==> src/rtl/br_resolve.sv <==
// br_resolve: pairs EX completions with queued IF predictions, trains the predictor,
// and issues a one-cycle flush/redirect on a misprediction.
`default_nettype none

module br_resolve #(
    parameter int DEPTH  = 4,
    parameter int ADDR_W = 32,
    parameter int STAT_W = 16
) (
    input  logic              clk,
    input  logic              rst,
    input  logic              if_push,
    input  logic [ADDR_W-1:0] if_pc,
    input  logic              if_br_p,
    input  logic [ADDR_W-1:0] if_addr_p,
    output logic              q_full,
    input  logic              ex_valid,
    input  logic              ex_is_br,
    input  logic [ADDR_W-1:0] ex_pc,
    input  logic              ex_jmp,
    input  logic [ADDR_W-1:0] ex_target,
    output logic              upd_is_br,
    output logic [ADDR_W-1:0] upd_addr_ex,
    output logic [ADDR_W-1:0] upd_jmp_addr,
    output logic              upd_jmp,
    output logic              flush,
    output logic [ADDR_W-1:0] redirect_pc,
    output logic [STAT_W-1:0] stat_br,
    output logic [STAT_W-1:0] stat_miss,
    output logic              err_order
);

    localparam int PW = $clog2(DEPTH);
    localparam int CW = PW + 1;

    typedef enum logic [0:0] {
        S_RUN   = 1'b0,
        S_FLUSH = 1'b1
    } state_t;

    state_t r_state;
    state_t w_state_nxt;

    logic [ADDR_W-1:0] r_q_pc    [DEPTH];
    logic              r_q_brp   [DEPTH];
    logic [ADDR_W-1:0] r_q_addrp [DEPTH];
    logic [PW-1:0]     r_head;
    logic [PW-1:0]     r_tail;
    logic [CW-1:0]     r_count;

    logic              r_upd_is_br;
    logic [ADDR_W-1:0] r_upd_addr_ex;
    logic [ADDR_W-1:0] r_upd_jmp_addr;
    logic              r_upd_jmp;
    logic [ADDR_W-1:0] r_redirect;
    logic [STAT_W-1:0] r_stat_br;
    logic [STAT_W-1:0] r_stat_miss;
    logic              r_err_order;

    logic              w_run;
    logic              w_full;
    logic              w_empty;
    logic              w_pop;
    logic              w_push;
    logic              w_miss;
    logic              w_err;
    logic              w_br_pop;
    logic [ADDR_W-1:0] w_head_pc;
    logic [ADDR_W-1:0] w_pred;
    logic [ADDR_W-1:0] w_actual;

    // Datapath decode; a mispredicted pop also discards any same-cycle push.
    always_comb begin
        w_run     = (r_state == S_RUN);
        w_full    = (r_count == CW'(DEPTH));
        w_empty   = (r_count == '0);
        w_head_pc = r_q_pc[r_head];
        w_pred    = r_q_brp[r_head] ? r_q_addrp[r_head] : (w_head_pc + ADDR_W'(4));
        w_actual  = (ex_is_br && ex_jmp) ? ex_target : (ex_pc + ADDR_W'(4));
        w_pop     = ex_valid && !w_empty && w_run;
        w_br_pop  = w_pop && ex_is_br;
        w_miss    = w_pop && (w_pred != w_actual);
        w_push    = if_push && !w_full && w_run && !w_miss;
        w_err     = ex_valid && w_run && (w_empty || (ex_pc != w_head_pc));
    end

    always_comb begin
        w_state_nxt = r_state;
        flush       = 1'b0;
        case (r_state)
            S_RUN: begin
                if (w_miss) begin
                    w_state_nxt = S_FLUSH;
                end
            end
            S_FLUSH: begin
                flush       = 1'b1;
                w_state_nxt = S_RUN;
            end
            default: w_state_nxt = S_RUN;
        endcase
    end

    always_ff @(posedge clk) begin
        if (rst) begin
            r_state <= S_RUN;
        end else begin
            r_state <= w_state_nxt;
        end
    end

    // Entry storage needs no reset: occupancy is tracked solely by r_count.
    always_ff @(posedge clk) begin
        if (w_push) begin
            r_q_pc[r_tail]    <= if_pc;
            r_q_brp[r_tail]   <= if_br_p;
            r_q_addrp[r_tail] <= if_addr_p;
        end
    end

    always_ff @(posedge clk) begin
        if (rst || w_miss) begin
            r_head  <= '0;
            r_tail  <= '0;
            r_count <= '0;
        end else begin
            if (w_push) begin
                r_tail <= r_tail + PW'(1);
            end
            if (w_pop) begin
                r_head <= r_head + PW'(1);
            end
            r_count <= r_count + CW'(w_push) - CW'(w_pop);
        end
    end

    always_ff @(posedge clk) begin
        if (rst) begin
            r_upd_is_br    <= 1'b0;
            r_upd_addr_ex  <= '0;
            r_upd_jmp_addr <= '0;
            r_upd_jmp      <= 1'b0;
            r_redirect     <= '0;
            r_stat_br      <= '0;
            r_stat_miss    <= '0;
            r_err_order    <= 1'b0;
        end else begin
            r_upd_is_br    <= w_br_pop;
            r_upd_addr_ex  <= w_br_pop ? ex_pc : '0;
            r_upd_jmp_addr <= w_br_pop ? ex_target : '0;
            r_upd_jmp      <= w_br_pop && ex_jmp;
            r_redirect     <= w_miss ? w_actual : '0;
            if (w_br_pop && (r_stat_br != '1)) begin
                r_stat_br <= r_stat_br + STAT_W'(1);
            end
            if (w_miss && (r_stat_miss != '1)) begin
                r_stat_miss <= r_stat_miss + STAT_W'(1);
            end
            if (w_err) begin
                r_err_order <= 1'b1;
            end
        end
    end

    assign q_full       = w_full;
    assign upd_is_br    = r_upd_is_br;
    assign upd_addr_ex  = r_upd_addr_ex;
    assign upd_jmp_addr = r_upd_jmp_addr;
    assign upd_jmp      = r_upd_jmp;
    assign redirect_pc  = r_redirect;
    assign stat_br      = r_stat_br;
    assign stat_miss    = r_stat_miss;
    assign err_order    = r_err_order;

endmodule

`default_nettype wire

==> config.mk <==
export PLATFORM = sky130hd
export DESIGN_NAME = br_resolve
export DESIGN_NICKNAME = d
export VERILOG_FILES = /design/src/rtl/br_resolve.sv
export SDC_FILE = /design/constraint.sdc
export NUM_CORES = 1
export LEC_CHECK = 0
export BUFFER_PORTS_ARGS = -buffer_cell sky130_fd_sc_hd__buf_2
export CAP_MARGIN = 25
export CORE_MARGIN = 4
export CORE_UTILIZATION = 47
export CTS_CLUSTER_DIAMETER = 200
export CTS_CLUSTER_SIZE = 16
export DETAILED_ROUTE_END_ITERATION = 10
export GPL_ROUTABILITY_DRIVEN = 0
export GPL_TIMING_DRIVEN = 0
export MAX_ROUTING_LAYER = met4
export PLACE_DENSITY = 0.77
export SLEW_MARGIN = 20
export SYNTH_ARGS = -nofsm -noshare
export SYNTH_HDL_FRONTEND = slang
export SYNTH_SLANG_ARGS = --single-unit
==> constraint.sdc <==
create_clock -name clk -period 15.76 [get_ports clk]
set_clock_uncertainty 0.2 [all_clocks]
set_input_delay 0.788 -clock clk [delete_from_list [all_inputs] [get_ports clk]]
set_output_delay 0.788 -clock clk [all_outputs]
set_load 0.05 [all_outputs]
Word-level counts from Yosys, hierarchy flattened

Memories as Yosys holds them, arrays and structs flattened. A register that Yosys moved wholly into a read port is not among the register bits.
Cells that the tools add are included.

Mux-type cells: 13
Reduce and logical (&&, ||, !) cells: 21
Bitwise gates (word level): 3
$add $sub $neg: 8
Eq/ne operators: 5

Operators by type and width:

| kind                                                             | number |
|---|---|
| 32-bit by 3-bit adder with 32-bit output (second input constant) | 2 |
| 32-bit two-way mux                                               | 2 |
| 32-bit inequality test                                           | 2 |
| 16-bit by 1-bit adder with 16-bit output (second input constant) | 2 |
| 16-bit inequality test (second input constant)                   | 2 |
| 1-bit logical AND                                                | 13 |
| 2-bit two-way mux                                                | 6 |
| 2-bit by 1-bit adder with 2-bit output (second input constant)   | 2 |
| 1-bit two-way mux                                                | 4 |
| 2-bit OR reduction                                               | 2 |
| 3-bit by 1-bit adder with 3-bit output                           | 1 |
| 3-bit == test (second input constant)                            | 1 |
| 1-bit zero test                                                  | 3 |
| 3-bit zero test                                                  | 1 |
| 1-bit NOT                                                        | 3 |
| 3-bit by 1-bit subtractor with 3-bit output                      | 1 |
| 1-bit logical OR                                                 | 2 |
| 1-bit case mux with 2 select lines                               | 1 |

Register bits after elaboration: 139
Word-level logic and storage cells: 65
RAM bits: 260
Memories kept: 3
Output and inout bits: 133
Input bits: 135

Memory list:

| memory    | words | width | rd ports | clocked after memory_dff | write ports | line | RTL |
|---|---|---|---|---|---|---|---|
| r_q_addrp | 4     | 32    | 1        | 1                        | 1           | 46   | `logic [ADDR_W-1:0] r_q_addrp [DEPTH];` |
| r_q_pc    | 4     | 32    | 1        | 1                        | 1           | 44   | `logic [ADDR_W-1:0] r_q_pc [DEPTH];` |
| r_q_brp   | 4     | 1     | 1        | 1                        | 1           | 45   | `logic r_q_brp [DEPTH];` |

Longest topological paths before layout

Gate-level depths: netlist (run 1).

Word-level depth: 9
Gate-level depth with buffers: 26
Gate-level depth less buffers: 21

Worst setup path after synthesis (run 1)

No wires, ideal clock.

Path type: reg-to-reg
From: reg (tool-made name)
To: mem r_q_addrp[0][0], enable pin
Setup slack: 9,527 ps
Path buffers: 4
Cell stages (with the launch flop): 18
Arrival time: 5,603 ps
Data required time: 15,130 ps
Setup time: 430 ps
Period minus slack after synthesis: 6,233 ps
Cells stage by stage: dfxtp_1 buf_6 buf_12 mux4_2 ha_1 nand2_1 o22a_2 or3_1 or4_4 a32o_1 or3_1 a2111oi_2 nand4_1 nor4_2 buf_4 buf_8 o21a_1 and2_1

RTL lines:

| what             | line |
|---|---|
| end: declaration | 46 |

==> flow_summary.ini, run 1 <==
[setup_path]
cp_slowest_stage_delay_ns = 0.67
worstSetupEndpointType = flip-flop
crit_fanout = 10
cp.required_ns = 16.00
critPathKind = flip-flop to flip-flop
cp_top_family = buffers and inverters
cp_common_cell = inv_1
arrival_ns = 7.19
cp_cell_sequence = buf_6, buf_6, buf_2, buf_2, buf_1, clkbuf_1, mux4_2, xor2_1, nand3_1, a2111oi_0, nand4_1, nor4_2, buf_4, buf_8, o21a_1, inv_1, ha_1, inv_1, ha_1, inv_1, fa_1, xor2_1, xnor2_1, nor2_1
crit_buf_inv = 11
cpMaxStageDelayCell = a2111oi_0
critPathLaunchType = flip-flop

[clocking]
cts_tree = yes
cts_sinks = 401
htree_levels = 1
root_buffer = clkbuf_16
cts_setup_buffers = 0
cts_made_buffers = 29
cts-resized-gates = 0
hold_buffers = 0
clockBufferDepth = 3
clk_latency_ns = 0.58
path_clk_slew_ns = 0.08

[logic_synthesis]
synth_async_sr_flop_share_pct = 0
syn_area_um2 = 17260
synth_edf_count = 260
synthFlopType = edfxtp_1
syn_inst = 1259
ys_types = 78
ys_seq_elements = 401
yosys_warnings = 0
seq_area_frac_synth_pct = 61.58
syn-num-nets = 1405
syn_avg_cell_area_um2 = 13.71

[sta]
rsz0062_at_grt = no
setup_viol = 0
clock.fmax_ghz = 0.1439
fin_crit_sh_pct = 44.10
finalSetupTns_ns = 0
timing.final.crit_period_ns = 6.951
relSlewSlack_pct = 38.17
worstMarginPinSlew_ns = 0.9196
slew_viol_final = 0
finalHoldViolCount = 0

[power_and_ir_drop]
switching_share_pct = 33.52
clock_power_share_pct = 23.6
ir_drop_uv = 92.05
seqPwrFrac_pct = 43.6
p_comb_share_pct = 32.8
power.switching_uw = 993.8
power_mw = 2.965
power_density_nw_per_um2 = 147.2
leakage_nw = 7.325
power.internal_mw = 1.971

[floorplan]
row_count = 69
io_pins = 268
coreArea_um2 = 35910
initial_utilization_pct = 48.07
die_x_um = 199.7
die_area_um2 = 39860
die_y_um = 199.7

[drt]
drcViolationCount = 0
wl_um = 48220
wl_per_cell_um = 23.51
dr.first_iter.drc_count = 1023
vias = 11860
drt_first_pass_iters = 5
via_per_inst = 5.782
ant_nets = 0

[grt]
grt_pass1_vias = 11570
grt_max_degree = 48
grt_use_total_pct = 23.99
antenna_found_initial = 17
grt-ovfl-total = 0
grt_first_pass_wirelength_um = 70550

[job]
maxCapViolCount = 0

[placed_design]
hpwl_um = 36290
io_buffers = 259

[outcome]
status = complete, no violations

[finish]
final_nets = 1700
syn2layout_area_growth_pct = 16.70
mostFrequentLayoutCell = buf_2
drive_gt1_share_pct = 26.00
final_cell_mix = 273 x buf_2, 260 x edfxtp_1, 141 x dfxtp_1

[min_path]
hold_path.class = input pin to flip-flop
min-delay-start = if_addr_p[21]
## final cells by class
cell class | instances | area [µm²]
clock inverters | 3 | 42.54
flip-flops and latches | 401 | 10630
clock buffers | 47 | 793.3
inverters | 17 | 63.81
repair buffers | 264 | 1411
well taps | 461 | 576.8
plain buffers | 67 | 359.1
multi-input cells | 774 | 6226
fillers | 2871 | 15770
diodes | 17 | 42.54
## cell usage after synthesis (4+ instances only)
| master | n | share of area [%] |
|---|---|---|
| nor3b_1 | 4 | 0.17 |
| clkbuf_1 | 40 | 0.87 |
| nor2_1 | 88 | 1.9 |
| or4_1 | 22 | 0.96 |
| mux4_1 | 7 | 1.1 |
| nand2_1 | 53 | 1.2 |
| a211oi_1 | 6 | 0.26 |
| buf_2 | 13 | 0.38 |
| and3_1 | 17 | 0.62 |
| mux2_2 | 5 | 0.33 |
| inv_1 | 16 | 0.35 |
| dfxtp_1 | 141 | 16 |
| buf_1 | 4 | 0.087 |
| nor2b_1 | 15 | 0.54 |
| a21oi_1 | 19 | 0.55 |
| or3_1 | 15 | 0.54 |
| nand4_1 | 31 | 1.1 |
| and4_1 | 5 | 0.25 |
| o2111ai_1 | 5 | 0.25 |
| ha_1 | 10 | 0.72 |
| and2_1 | 68 | 2.5 |
| nor4_1 | 21 | 0.76 |
| o31ai_1 | 19 | 0.83 |
| nand2b_1 | 10 | 0.36 |
| or2_2 | 4 | 0.14 |
| nor3_1 | 30 | 0.87 |
| xor2_1 | 57 | 2.9 |
| o21ai_0 | 16 | 0.46 |
| a21boi_0 | 4 | 0.17 |
| a31oi_1 | 10 | 0.36 |
| edfxtp_1 | 260 | 45 |
| xnor2_1 | 59 | 3.0 |
| mux4_2 | 58 | 7.6 |
| nand3_1 | 37 | 1.1 |
| o21a_1 | 4 | 0.17 |
| mux2i_1 | 18 | 1.0 |
| a31o_2 | 5 | 0.25 |
| o211ai_1 | 5 | 0.22 |
## final timing paths
path | to | slack [ns] | depth (start not counted)
worst max-delay path | r_count[2]$_SDFF_PP0_ | 8.81 | 24
worst min-delay path | r_q_addrp[2][21]$_DFFE_PP_ | 0.23 | 1
worst max register to register | r_count[2]$_SDFF_PP0_ | 8.81 | 24
worst min register to register | err_order$_SDFFE_PP0P_ | 0.30 | 2
## registers in the layout, indices dropped and copies added (netlist names), named ones only
register,flops
r_state,1
err_order,1
stat_miss,16
redirect_pc,32
r_head,2
upd_jmp_addr,32
r_q_brp,4
r_q_addrp,128
stat_br,16
r_tail,2
r_count,3
upd_is_br,1
upd_jmp,1
r_q_pc,128
upd_addr_ex,32
## power by group through the flow
stage | Sequential, mW | Combinational, mW | Clock (mW)
CTS | 1.29 | 0.966 | 0.710
global route | 1.30 | 1.04 | 0.754
detailed placement | 1.31 | 0.964 | 0
finish | 1.29 | 0.974 | 0.699
global placement | 1.32 | 0.938 | 0
floorplan | 1.40 | 0.585 | 0
## cell families (layout without fill, tap and decap cells)
group	after synthesis	after routing	synth area share [%]
fa+ha+maj	11	11	0.8408
compound gates	121	121	5.088
other cells	0	17	0
flops	401	401	61.58
simple gates	433	433	13.65
mux	91	91	10.24
buf+inv	84	398	2.450
xor+xnor	118	118	6.154
## per-layer routing
metal / part of all wire (%) / track usage [%] / wire (µm)
met4: 2.8 / 6.843 / 1362
met2: 48 / 38.47 / 23050
met5: 0 / - / 0
met1: 39 / 31.02 / 19030
met3: 9.9 / 5.395 / 4767
## worst register-to-register path, stage by stage, from the launching register on
cell	delay [ns]
dfxtp_1	0.50
buf_6	0.21
buf_6	0.18
buf_2	0.30
buf_2	0.34
buf_1	0.51
clkbuf_1	0.54
mux4_2	0.41
xor2_1	0.27
nand3_1	0.12
a2111oi_0	0.67
nand4_1	0.20
nor4_2	0.47
buf_4	0.27
buf_8	0.15
o21a_1	0.21
inv_1	0.07
ha_1	0.26
inv_1	0.05
ha_1	0.13
inv_1	0.05
fa_1	0.37
xor2_1	0.17
xnor2_1	0.14
nor2_1	0.05
## per-stage QoR
step,instances,hold slack [ns],setup WS (ns),cell area [µm²],util [%]
2_1_floorplan,1259,0.2847,9.527,17260,-
3_3_place_gp,1979,0.2781,7.011,19140,53.28
3_5_place_dp,1983,0.2871,8.625,19260,53.62
4_1_cts,2033,0.2032,8.722,20090,55.94
5_1_grt,2051,0.2109,8.397,20150,56.09
6_report,2051,0.2285,8.809,20150,56.09
Note: power is estimated with default switching activity, not from simulation.
==> run 2, diff against run 1 <==
Settings changed: PLACE_DENSITY 0.77 to 0.8.
Clock period 15.76 ns to 5.6 ns, I/O delays scaled along.
==> flow_summary.ini, run 2 (synthesis results as in run 1) <==
[outcome]
status = complete, no violations

[clocking]
clk_latency_ns = 0.60
cts_made_buffers = 29
cts_tree = yes
root_buffer = clkbuf_16
clockBufferDepth = 3
cts_sinks = 401
path_clk_slew_ns = 0.08
htree_levels = 1

[floorplan]
coreArea_um2 = 35910
io_pins = 268
initial_utilization_pct = 48.07
die_y_um = 199.7
die_area_um2 = 39860
row_count = 69
die_x_um = 199.7

[setup_path]
crit_fanout = 6
cp.required_ns = 5.88
critPathLaunchType = flip-flop
arrival_ns = 5.84
ff2ff_setup_slack_ns = 0.04
r2r_cells = 22
critPathKind = flip-flop to flip-flop
r2r_end = r_count[2]$_SDFF_PP0_
worstSetupEndpointType = flip-flop

[placed_design]
io_buffers = 259
hpwl_um = 36340
dp.cells = 1983

[drt]
wl_per_cell_um = 23.26
wl_um = 51090
dr.first_iter.drc_count = 1232
via_per_inst = 5.848
vias = 12840
ant_nets = 0
drcViolationCount = 0
drt_first_pass_iters = 6

[sta]
slew_viol_final = 0
setup_viol = 0
rsz0062_at_grt = yes
timing.final.crit_period_ns = 5.556
fin_crit_sh_pct = 99.22
finalHoldViolCount = 0
relSlewSlack_pct = 26.64
clock.fmax_ghz = 0.1800
worstMarginPinSlew_ns = 1.094
holdWs_ns = 0.01390

[finish]
final_nets = 1857
mostFrequentLayoutCell = buf_2
final_core_util_pct = 61.01
final_cell_mix = 266 x buf_2, 260 x edfxtp_1, 139 x dfxtp_1
final_cells = 2196
drive_gt1_share_pct = 27.84
reg_top3 = r_q_addrp (128), r_q_pc (128)
syn2layout_area_growth_pct = 26.92

[power_and_ir_drop]
power.switching_mw = 3.016
leakage_nw = 8.062
seqPwrFrac_pct = 41.6
clock_power_share_pct = 22.3
power.internal_mw = 5.762
power_mw = 8.778
switching_share_pct = 34.36
ir_drop_uv = 256.1
power_density_nw_per_um2 = 400.6
p_comb_share_pct = 36.1

[grt]
grt_pass1_vias = 12610
antenna_found_initial = 7
grt_first_pass_wirelength_um = 74240
met1_usage_pct = 31.83
met3_usage_pct = 5.041
grt.busiest_layer = met2
met2_usage_pct = 40.86
grt_use_total_pct = 25.06
grt_max_degree = 49
grt-ovfl-total = 0

[min_path]
hold_path.class = input pin to flip-flop
min-delay-start = ex_pc[5]
hold_depth = 2
whs_endpoint = upd_addr_ex[5]$_SDFF_PP0_

[job]
maxCapViolCount = 0
## run 2: cell types whose count changed in the layout (fill, tap and decap cells not counted), sizes merged
cell,change
dlygate4sd3,+130
buf,+27
diode,-10
bufinv,-1
clkbuf,-1
## run 2: stage by stage
stage | worst slack, ns | area [µm²] | TNS (ns)
3_5_place_dp | -1.419 | 19260 | -270.21
4_1_cts | 0.00004308 | 21540 | 0
5_1_grt | -0.09779 | 21910 | -0.09779
3_3_place_gp | -1.653 | 19140 | -432.80
6_report | 0.04394 | 21910 | 0
2_1_floorplan | 0.03046 | 17270 | 0
## run 2: area by class of cell
class / count / area, µm²
repair buffers: 425 / 2963
fillers: 2651 / 14000
multi-input cells: 774 / 6457
well taps: 461 / 576.8
clock buffers: 46 / 789.5
plain buffers: 63 / 370.4
diodes: 7 / 17.52
clock inverters: 2 / 36.28
inverters: 17 / 63.81
flip-flops and latches: 401 / 10640
## run 2: worst max path at each step
stage,start,to,cells after the start
CTS,flip-flop,r_count[2]$_SDFF_PP0_,23
detailed placement,flip-flop,r_count[2]$_SDFF_PP0_,24
global route,flip-flop,r_count[2]$_SDFF_PP0_,23
global placement,flip-flop,r_q_addrp[1][21]$_DFFE_PP_,16
finish,flip-flop,r_count[2]$_SDFF_PP0_,22
floorplan,flip-flop,r_count[2]$_SDFF_PP0_,25
## run 2: metal layers
| metal | wire length [µm] | vias to the layer above |
|---|---|---|
| met1 | 19480 | 6170 |
| met2 | 24460 | 850 |
| met4 | 1889 | 0 |
| li1 | - | 5670 |
| met3 | 5261 | 153 |
| met5 | 0 | - |
## run 2: power by group through the flow
stage,sequential [mW],clock (mW),combinational [mW]
3_5_place_dp,3.70,0,2.73
6_report,3.65,1.96,3.17
4_1_cts,3.64,1.98,2.90
5_1_grt,3.68,2.10,3.33
2_1_floorplan,3.92,0,1.65
3_3_place_gp,3.69,0,2.64
## run 2: critical path, stage by stage (launching register included)
cell       delay, ns
dfxtp_4         0.37
buf_12          0.14
buf_4           0.14
mux4_2          0.49
nand3_1         0.20
or3_4           0.44
or4_4           0.43
a32o_1          0.27
or3_4           0.40
a2111oi_4       0.33
nand4_1         0.20
nor4_4          0.38
buf_6           0.16
o21a_4          0.12
inv_2           0.04
ha_4            0.20
inv_2           0.06
ha_4            0.12
inv_2           0.03
fa_2            0.36
xor2_2          0.16
xnor2_1         0.14
nor2_1          0.06
## run 2: timing repair
item                       4_1_cts  5_1_grt
hold endpoints to repair       348        0
gates cloned                     0        1
setup endpoints to repair      315       59
hold buffers                   130        0
buffers inserted                10       20
gates resized for setup         28       49
pin swaps                        7       24
==> run 3, diff against run 2 <==
Settings changed: ABC_AREA set to 1, PLACE_DENSITY 0.8 to 0.79, SKIP_LAST_GASP set to 1.
==> flow_summary.ini, run 3 <==
[grt]
grt_pass1_vias = 16100
grt_first_pass_wirelength_um = 90710
antenna_found_initial = 4
grt_use_total_pct = 28.38
grt_max_degree = 22
grt-ovfl-total = 0

[sta]
slew_viol_final = 0
worstMarginPinSlew_ns = 0.7713
timing.final.crit_period_ns = 5.277
relSlewSlack_pct = 48.39
finalHoldViolCount = 0
setup_viol = 0
rsz0062_at_grt = no
clock.fmax_ghz = 0.1895
fin_crit_sh_pct = 94.23

[logic_synthesis]
synth_edf_count = 260
yosysTopAreaCellShare_pct = 42.03
syn_area_um2 = 18580
ys_types = 54
ys_seq_elements = 401
synth_common_cells = 716 x nand2_1, 260 x edfxtp_1, 253 x nor2_1
synthFlopType = edfxtp_1
seq_area_frac_synth_pct = 57.22
synth_async_sr_flop_share_pct = 0
synth_area_leaders = edfxtp_1 42%, dfxtp_1 15%, nand2_1 14%
yosys.area.top_type = edfxtp_1
synth.most_common_cell = nand2_1
syn_avg_cell_area_um2 = 8.648
yosys_warnings = 0
syn-num-nets = 2294
syn_inst = 2148

[floorplan]
die_x_um = 206.8
row_count = 72
coreArea_um2 = 38830
initial_utilization_pct = 47.84
io_pins = 268
die_area_um2 = 42770
die_y_um = 206.8

[setup_path]
crit_fanout = 10
r2r_cells = 27
critPathLaunchType = flip-flop
critPathKind = flip-flop to flip-flop
arrival_ns = 5.62
cp.required_ns = 5.94
worstSetupEndpointType = flip-flop

[placed_design]
hpwl_um = 46110
dp.cells = 2944
io_buffers = 266

[clocking]
cts_sinks = 401
htree_levels = 1
clk_latency_ns = 0.61
cts_made_buffers = 29
path_clk_slew_ns = 0.07
root_buffer = clkbuf_16
clockBufferDepth = 3
cts_setup_buffers = 0
cts_tree = yes

[drt]
via_per_inst = 5.530
wl_um = 61370
vias = 17300
drt_first_pass_iters = 9
wl_per_cell_um = 19.61
ant_nets = 0
dr.first_iter.drc_count = 2278
drcViolationCount = 0

[finish]
final_nets = 2735
final_core_util_pct = 59.36
mostFrequentLayoutCell = nand2_1
fillers = 3216
syn2layout_area_growth_pct = 24.07
reg_top3 = r_q_addrp (128), r_q_pc (128)
drive_gt1_share_pct = 15.88
final_cell_mix = 716 x nand2_1, 298 x buf_2, 260 x edfxtp_1
final_cells = 3129

[power_and_ir_drop]
p_comb_share_pct = 38.7
leakage_nw = 10.19
power_density_nw_per_um2 = 397.1
power.switching_mw = 3.601
clock_power_share_pct = 21.7
power.internal_mw = 5.552
seqPwrFrac_pct = 39.7
ir_drop_uv = 236.1
switching_share_pct = 39.34

[job]
maxCapViolCount = 0

[min_path]
hold_depth = 4
hold_path.class = input pin to flip-flop

[outcome]
status = complete, no violations
==> run 3: changes by cell type after synthesis, moves of 21 or more <==
cell / previous run / this run
a21oi_1: 19 / 51
inv_1: 16 / 181
nand3_1: 37 / 144
xnor2_1: 59 / 6
or4_1: 22 / 1
mux4_2: 58 / 0
nor2_1: 88 / 253
o21ai_0: 16 / 52
and2_1: 68 / 0
nand2_1: 53 / 716
==> run 3: kinds of logic after synthesis <==
kind of cell	count (synthesis)	synth area share, %
buf+inv	285	6.742
xor+xnor	44	2.074
fa+ha+maj	11	0.7813
simple gates	1240	27.68
flops	401	57.22
compound gates	167	5.496
==> run 3: timing repair <==
item,4_1_cts,5_1_grt
resized for setup,0,0
hold endpoints to repair,343,0
hold buffers,132,0
==> run 3: routing by layer <==
metal	vias up	share of wire [%]	GRT usage, %
li1	7935	-	-
met1	7982	39	37.63
met2	1211	45	43.94
met3	175	13	5.968
met4	0	3.8	9.585
met5	-	0	-
==> run 3: layout make-up <==
| class | count | area [µm²] | area share (%) |
|---|---|---|---|
| timing repair buffer | 410 | 2953 | 12.81 |
| multi-input combinational | 1462 | 6724 | 29.17 |
| antenna | 4 | 10.01 | 0.04343 |
| buffer | 80 | 480.5 | 2.085 |
| sequential | 401 | 10630 | 46.12 |
| clock inverter | 2 | 36.28 | 0.1574 |
| clock buffer | 47 | 793.3 | 3.442 |
| inverter | 205 | 772.0 | 3.350 |
| tap | 518 | 648.1 | 2.812 |
==> run 3: per-stage QoR <==
stage | area [µm²] | hold WS [ns] | total power [mW] | setup WS, ns | setup TNS, ns
finish | 23050 | 0.04556 | 9.153 | 0.3234 | 0
global route | 23050 | 0.03570 | 9.565 | 0.03606 | 0
CTS | 23040 | 0.007832 | 9.057 | 0.4278 | 0
detailed placement | 20890 | 0.2711 | 7.027 | 0.4586 | 0
global placement | 20560 | 0.2538 | 6.885 | -3.626 | -906.71
floorplan | 18580 | 0.1789 | 5.926 | -0.3312 | -86.12
==> run 3: worst paths after layout <==
check,startpoint,to,slack [ns]
max,flip-flop,r_count[2]$_SDFF_PP0_,0.32
min,ex_pc[2],redirect_pc[2]$_SDFF_PP0_,0.05
max reg2reg,flip-flop,r_count[2]$_SDFF_PP0_,0.32
min reg2reg,err_order$_SDFFE_PP0P_,err_order$_SDFFE_PP0P_,0.28
==> run 3: worst max-delay path, stage by stage, from the launching register on <==
cell      delay, ns
dfxtp_1        0.49
inv_2          0.11
clkbuf_1       0.33
nand3_1        0.20
nand2_1        0.17
nor2_2         0.25
nand2_1        0.17
nor2_1         0.34
nand2_1        0.09
nand2_1        0.08
nand2_1        0.09
nand2_1        0.07
nand2_1        0.05
nand2_1        0.05
nand2_1        0.06
nor2_1         0.12
nand2_1        0.06
nor2_1         0.25
nand3_2        0.25
nand2_2        0.18
nand2_2        0.18
ha_1           0.32
inv_1          0.06
ha_1           0.13
inv_1          0.05
fa_1           0.39
or2_2          0.31
a21oi_1        0.14
==> run 3: power by group through the flow <==
stage	sequential (mW)	clock, mW	combinational, mW
after floorplan	3.94	0	1.98
after global placement	3.74	0	3.14
after detailed placement	3.69	0	3.33
after CTS	3.63	2.00	3.43
after global routing	3.65	2.12	3.79
final	3.63	1.98	3.54
